`src/rtl/ehl_or.sv`:
```
// ehl_or -- bitwise two-input OR with a registered copy and a toggle counter.
//
// Parameters
//   TECHNOLOGY : 0 = generic behavioural OR; 1/2 = per-bit OR cell instances;
//                any other value falls back to generic.
//   WIDTH      : data width (1..64).
//   CNT_W      : toggle counter width (4..32).
// Ports
//   clk        : rising-edge clock for data_q / toggle_cnt.
//   rst        : synchronous active-high reset.
//   data_a/b   : OR operands; may carry clocks or asynchronous signals.
//   data_o     : combinational data_a | data_b (no clock/reset dependence).
//   data_q     : data_o registered once.
//   toggle_cnt : saturating count of cycles in which data_q changed.

// Cell flavour A: plain gate primitive, a single OR stage.
module ehl_or_cell_a (
  input  logic i_a,
  input  logic i_b,
  output logic o_y
);
  or u_or (o_y, i_a, i_b);
endmodule

// Cell flavour B: single-stage OR modelled as an operator.
module ehl_or_cell_b (
  input  logic i_a,
  input  logic i_b,
  output logic o_y
);
  assign o_y = i_a | i_b;
endmodule

module ehl_or #(
  parameter int TECHNOLOGY = 0,
  parameter int WIDTH      = 1,
  parameter int CNT_W      = 16
) (
  input  logic             clk,
  input  logic             rst,
  input  logic [WIDTH-1:0] data_a,
  input  logic [WIDTH-1:0] data_b,
  output logic [WIDTH-1:0] data_o,
  output logic [WIDTH-1:0] data_q,
  output logic [CNT_W-1:0] toggle_cnt
);

  logic [WIDTH-1:0] w_or;
  logic [WIDTH-1:0] r_q;
  logic [CNT_W-1:0] r_cnt;

  // One OR cell per bit, nothing else in the path: a clock-OR built from
  // these has no reconvergence and therefore no extra glitch source.
  generate
    if (TECHNOLOGY == 1) begin : g_cell_a
      for (genvar i = 0; i < WIDTH; i++) begin : g_bit
        ehl_or_cell_a u_cell (.i_a(data_a[i]), .i_b(data_b[i]), .o_y(w_or[i]));
      end
    end else if (TECHNOLOGY == 2) begin : g_cell_b
      for (genvar i = 0; i < WIDTH; i++) begin : g_bit
        ehl_or_cell_b u_cell (.i_a(data_a[i]), .i_b(data_b[i]), .o_y(w_or[i]));
      end
    end else begin : g_generic
      assign w_or = data_a | data_b;
    end
  endgenerate

  assign data_o = w_or;

  // No initial values: state is unknown until the first reset edge.
  always_ff @(posedge clk) begin
    if (rst) begin
      r_q   <= '0;
      r_cnt <= '0;
    end else begin
      r_q <= w_or;
      // Count a cycle when the value about to load differs from data_q;
      // stop at all-ones and hold there until reset.
      if ((w_or != r_q) && (r_cnt != {CNT_W{1'b1}}))
        r_cnt <= r_cnt + CNT_W'(1);
    end
  end

  assign data_q     = r_q;
  assign toggle_cnt = r_cnt;

endmodule

```
`config.mk`:
```
export PLATFORM = sky130hd
export DESIGN_NAME = ehl_or
export DESIGN_NICKNAME = d
export VERILOG_FILES = /design/src/rtl/ehl_or.sv
export SDC_FILE = /design/constraint.sdc
export NUM_CORES = 1
export LEC_CHECK = 0
export CORE_AREA = 2 2 49 51
export DETAILED_ROUTE_END_ITERATION = 8
export DIE_AREA = 0 0 51 53
export GPL_TIMING_DRIVEN = 0
export HOLD_SLACK_MARGIN = 0.06
export PLACE_DENSITY = 0.71
export SYNTH_ARGS = -nofsm -noshare
export SYNTH_HDL_FRONTEND = slang
export SYNTH_SLANG_ARGS = --single-unit
```
`constraint.sdc`:
```
create_clock -name clk -period 2.15 [get_ports clk]
set_clock_uncertainty 0.1 [all_clocks]
set_input_delay 0.3225 -clock clk [delete_from_list [all_inputs] [get_ports clk]]
set_output_delay 0.3225 -clock clk [all_outputs]
set_load 0.05 [all_outputs]
```
==> results.toml, run 1 <==
[synth]
yosys_most_used_dff = "dfxtp_1"
synth.avg_cell_area_um2 = 9.41
synth_seq_cells = 17
ys_warn_count = 0
synth_fp_nets = 111
syn_area_um2 = 997
synth_top_area_share_pct = 34.1
ys_seq_area_share_pct = 34.1
synth_area_leader_cell = "dfxtp_1"
synth-edff-count = 0
synth_cell_types = 40
ys_async_sr_fraction_pct = 0
synth_area_leaders = "dfxtp_1 (34%), a21oi_2 (6.1%), or3_1 (5.0%)"
syn_inst = 106

[clocking]
clock_sinks = 17
insertion_delay_ns = 0.30
cts_hold_buf = 0
cts_tree = "yes"
clkSlewWorstSetupHoldPaths_ns = 0.10
cts_buffer_depth = 2
htreeDepth = 1
root_buffer = "clkbuf_4"
cts_made_buffers = 3

[layout]
final_cell_mix = "clkdlybuf4s50_1 (19), dfxtp_1 (17), or3_1 (8)"
layout-drive-gt1-share_pct = 19.2
multiInputGateArea_um2 = 604
regArea_um2 = 340
fill_cells = 205
n_antenna_cell = 0
nNetsFinal = 136
final_common_cell = "clkdlybuf4s50_1"
post-route-util_pct = 58.5
stdcell_area_um2 = 1260
area_growth_pct = 26.1

[power_and_ir_drop]
p_int_w = 0.000421
p_clk_share_pct = 30.4
cellPowerDensity_nw_per_um2 = 467
vdd.ir_drop.worst_uv = 377
seqPwrFrac_pct = 56.0
cellLeakagePower_nw = 0.392
combPwrFrac_pct = 13.7
p_total_w = 0.000588
p_sw_share_pct = 28.3
p_sw_w = 0.000166

[setup_path]
arrival_ns = 1.63
crit_chain = "clkdlybuf4s50_1"
path_max_fanout = 9
start_kind = "flip-flop"
r2r-start = "toggle_cnt[0]$_SDFFE_PP0P_"
path_depth = 1
crit_family = "buffers and inverters"
cp_num_buf_inv = 1
r2r_cells = 6
cp_slowest_cell = "clkdlybuf4s50_1"
end_kind = "output port"
critical_path_class = "reg -> out"
cp-startpoint = "toggle_cnt[8]$_SDFFE_PP0P_"
crit_path_max_incr_delay_ns = 0.86
required_ns = 1.73

[global_routing]
grt_pass1_vias = 845
grt_pass1_wl_um = 3930
track_usage_pct = 19.5
grt-ovfl-total = 0
antenna_found_initial = 0
grt_max_degree = 11

[detailed_routing]
met1Wirelength_um = 1130
routedWlPerCell_um = 14.3
dr_wl_met2_um = 1030
dr.pass1.iters = 4
topRoutingLayerUsed = "met4"
vias = 931
drt_iter0_markers = 15
finalWirelength_um = 2270
viasPerCell = 5.89
ant_nets = 0
met3WireLength_um = 57
route.detailed.drc = 0

[die]
core-area_um2 = 2150
die_w_um = 51
core.rowCount = 17
die_y_um = 53
start_util_pct = 46.4
ios = 22
dieArea_um2 = 2700

[timing]
max_clock_freq_ghz = 0.488
slew_violations = 0
setup_viol = 0
max_slew_margin_pct = 57.8
post-route-period-util_pct = 95.3
whs_ns = 0.341
tightest_slew_ns = 0.633
period_minus_slack_ns = 2.05
rsz0062_at_grt = "no"
hold_violations = 0
finalWorstSetupSlack_ns = 0.100

[placed_design]
pre_cts_slack_ns = -0.111
place_area_um2 = 1230
dp_hpwl_um = 1640
gp_congestion = 0.760
io_buffer_count = 20

[worst_hold_path]
min_from = "rst"
hold_class = "in -> reg"
hold-path-cell-count = 2

[status]
status = "finished, final reports clean"

[run]
drv_cap = 0
## layout make-up
type                       instances  share of cell area [%]
multi-input combinational         81                    48.1
sequential                        17                    27.1
timing repair buffer              20                    15.8
buffer                             5                    3.28
tap                               28                    2.79
clock buffer                       4                    2.09
inverter                           3                   0.896
## Yosys cell counts (2+ instances only)
cell type  count
and3_1         3
nor2_1         4
a21oi_2        7
and4_1         4
nand3_1        5
a31oi_1        2
o21ai_0        2
a21oi_1        3
o31ai_1        2
o21ai_1        6
dfxtp_1       17
nor2b_1        3
inv_1          3
nor3_1         3
a211oi_1       2
or3_1          8
buf_6          3
nand2_1        3
nand4_1        4
or4_1          2
## logic make-up after synthesis
kind of cell,after synthesis,synth area share (%)
AOI/OAI and AO/OA,31,24.5
adders and majority gates,1,1.25
DFF,17,34.1
buffers and inverters,8,5.27
muxes,1,1.00
and+or+nand+nor,48,33.9
## worst reg2reg max path: cells and delay by family (launching register included)
kind	cells	cell delay, ns
buffers and inverters	1	0.20
AO/OA/AOI/OAI	1	0.05
adder cells (fa/ha/maj)	1	0.25
flip-flops	1	0.43
AND/OR/NAND/NOR	3	0.79
## layer usage
metal | global-route usage [%] | vias to the layer above
met4 | 9.46 | 0
met2 | 32.0 | 18
met3 | 2.54 | 5
li1 | - | 466
met1 | 25.2 | 442
met5 | 0 | -
## power by group through the flow
stage | registers [W] | clock network (W) | logic [W]
floorplan | 0.000355 | 0 | 0.0000359
global placement | 0.000336 | 0 | 0.0000802
detailed placement | 0.000336 | 0 | 0.0000817
CTS | 0.000329 | 0.000182 | 0.0000812
global route | 0.000331 | 0.000195 | 0.0000862
finish | 0.000329 | 0.000178 | 0.0000804
## per-stage QoR
stage | std cells | setup TNS (ns)
3_5_place_dp | 154 | -0.276
6_report | 158 | 0
5_1_grt | 158 | 0
3_3_place_gp | 154 | -0.139
4_1_cts | 158 | 0
2_1_floorplan | 106 | 0
## registers in the layout (all words and copies together) (netlist names)
register	cells
toggle_cnt	16
data_q	1
## final timing paths
path / to / slack (ns)
hold reg to reg: toggle_cnt[15]$_SDFFE_PP0P_ / 0.44
setup reg to reg: toggle_cnt[3]$_SDFFE_PP0P_ / 0.20
hold / removal: data_q$_SDFF_PP0_ / 0.34
setup / recovery: toggle_cnt[8] / 0.10
## repair_timing
action                     4_1_cts  5_1_grt
resized for setup                1        0
setup buffers                    0        0
setup endpoints to repair        1        0
Note: power is estimated with default switching activity, not from simulation.
==> run 2: changes to the inputs <==
Settings changed: ABC_AREA set to 1, CORE_AREA 2 2 49 51 to 2 2 51 53, DIE_AREA 0 0 51 53 to 0 0 53 55.
==> results.toml, run 2 <==
[die]
ios = 22
core.rowCount = 18
dieArea_um2 = 2920
start_util_pct = 46.7
die_y_um = 55
die_w_um = 53
core-area_um2 = 2360

[layout]
final_common_cell = "nand2_1"
nNetsFinal = 203
n_antenna_cell = 0
fill_cells = 255
final_cell_mix = "nand2_1 (57), nor2_1 (32), clkdlybuf4s50_1 (20)"
multiInputGateArea_um2 = 666
largest_reg_flops = 16
fin_cells = 227
area_growth_pct = 24.7
regArea_um2 = 340
layout-drive-gt1-share_pct = 18.3

[global_routing]
grt_max_degree = 11
grt-ovfl-total = 0
track_usage_pct = 20.3
grt_pass1_vias = 1001
antenna_found_initial = 0
grt_pass1_wl_um = 4220

[placed_design]
pre_cts_slack_ns = -0.0259
io_buffer_count = 21
gp_congestion = 0.770
dp_hpwl_um = 1930
dpl.cell_count = 223

[run]
drv_cap = 0

[timing]
setup_viol = 0
post-route-period-util_pct = 94.7
slew_violations = 0
period_minus_slack_ns = 2.04
rsz0062_at_grt = "no"
hold_violations = 0
max_clock_freq_ghz = 0.491
finalWorstSetupSlack_ns = 0.113
fin_tns_setup_ns = 0
max_slew_margin_pct = 67.0
tightest_slew_ns = 0.493

[detailed_routing]
route.detailed.drc = 0
vias = 1079
finalWirelength_um = 2450
viasPerCell = 4.75
drt_iter0_markers = 14
dr.pass1.iters = 4
routedWlPerCell_um = 10.8
ant_nets = 0

[setup_path]
path_max_fanout = 6
critical_path_class = "reg -> out"
arrival_ns = 1.61
crit_path_max_incr_delay_ns = 0.85
end_kind = "output port"
required_ns = 1.73
crit_chain = "clkdlybuf4s50_1"
start_kind = "flip-flop"
r2r_cells = 10
path_depth = 1
cp_num_buf_inv = 1
crit_family = "buffers and inverters"
cp_slowest_cell = "clkdlybuf4s50_1"

[synth]
synth.avg_cell_area_um2 = 6.42
synth_fp_nets = 177
synthTopCellsByCount = "nand2_1 (57), nor2_1 (32), dfxtp_1 (17)"
ys_async_sr_fraction_pct = 0
syn_inst = 172
synth_area_leader_cell = "dfxtp_1"
synth-edff-count = 0
synth_cell_types = 20
synth_top_area_share_pct = 30.8
ys_warn_count = 0
ys_seq_area_share_pct = 30.8
yosysMostFrequentCell = "nand2_1"
yosys_most_used_dff = "dfxtp_1"
synth_area_leaders = "dfxtp_1 (31%), nand2_1 (19%), nor2_1 (11%)"
syn_area_um2 = 1100
synth_seq_cells = 17

[clocking]
insertion_delay_ns = 0.30
cts_tree = "yes"
root_buffer = "clkbuf_4"
postCtsSetupBuffers = 0
clkSlewWorstSetupHoldPaths_ns = 0.10
cts_buffer_depth = 2
clock_sinks = 17
cts_made_buffers = 3
htreeDepth = 1

[worst_hold_path]
hold-path-cell-count = 2
hold_class = "reg -> reg"

[power_and_ir_drop]
cellPowerDensity_nw_per_um2 = 482
cellLeakagePower_nw = 0.591
vdd.ir_drop.worst_uv = 461

[status]
status = "finished, final reports clean"
==> run 2: area by class of cell <==
| type | instances | share of cell area, % |
|---|---|---|
| Clock buffer | 4 | 1.91 |
| Sequential cell | 17 | 24.7 |
| Timing Repair Buffer | 21 | 15.2 |
| Multi-Input combinational cell | 133 | 48.3 |
| Inverter | 20 | 5.54 |
| Buffer | 2 | 1.63 |
| Tap cell | 30 | 2.72 |
==> run 2: power breakdown <==
part / switching (W) / internal, W
combinational: 0.0000955 / 0.0000516
sequential: 0.0000136 / 0.000326
clock: 0.000105 / 0.0000723
total: 0.000214 / 0.000450
==> run 2: kinds of logic after synthesis <==
group / count (synthesis) / synth area share (%)
adder cells (fa/ha/maj): 1 / 1.13
XOR/XNOR: 1 / 0.793
buffers and inverters: 22 / 8.95
AO/OA/AOI/OAI: 6 / 2.72
AND/OR/NAND/NOR: 125 / 55.6
flip-flops: 17 / 30.8
==> run 2: worst paths after layout <==
path / start / slack [ns] / endpoint
worst max register to register: toggle_cnt[0]$_SDFFE_PP0P_ / 0.58 / toggle_cnt[3]$_SDFFE_PP0P_
worst min-delay path: toggle_cnt[1]$_SDFFE_PP0P_ / 0.43 / toggle_cnt[1]$_SDFFE_PP0P_
worst max-delay path: toggle_cnt[12]$_SDFFE_PP0P_ / 0.11 / toggle_cnt[12]
worst min register to register: toggle_cnt[1]$_SDFFE_PP0P_ / 0.43 / toggle_cnt[1]$_SDFFE_PP0P_
==> run 2: what timing repair did <==
action | CTS | global route
setup endpoints to repair | 1 | 0
resized for setup | 1 | 0
hold buffers | 0 | 0
==> run 2: per-layer routing <==
metal | vias up | track usage, % | routed length (um)
li1 | 571 | - | -
met1 | 479 | 24.0 | 1100
met2 | 24 | 36.3 | 1230
met3 | 5 | 3.23 | 71
met4 | 0 | 8.97 | 42
met5 | - | 0 | 0
==> run 2: through the flow <==
stage	power (W)	hold slack (ns)	utilization (%)	cell area (um^2)
2_1_floorplan	0.000450	0.289	-	1100
3_3_place_gp	0.000491	0.409	57.2	1350
3_5_place_dp	0.000496	0.424	57.2	1350
4_1_cts	0.000671	0.438	58.3	1380
5_1_grt	0.000702	0.455	58.3	1380
6_report	0.000664	0.431	58.3	1380
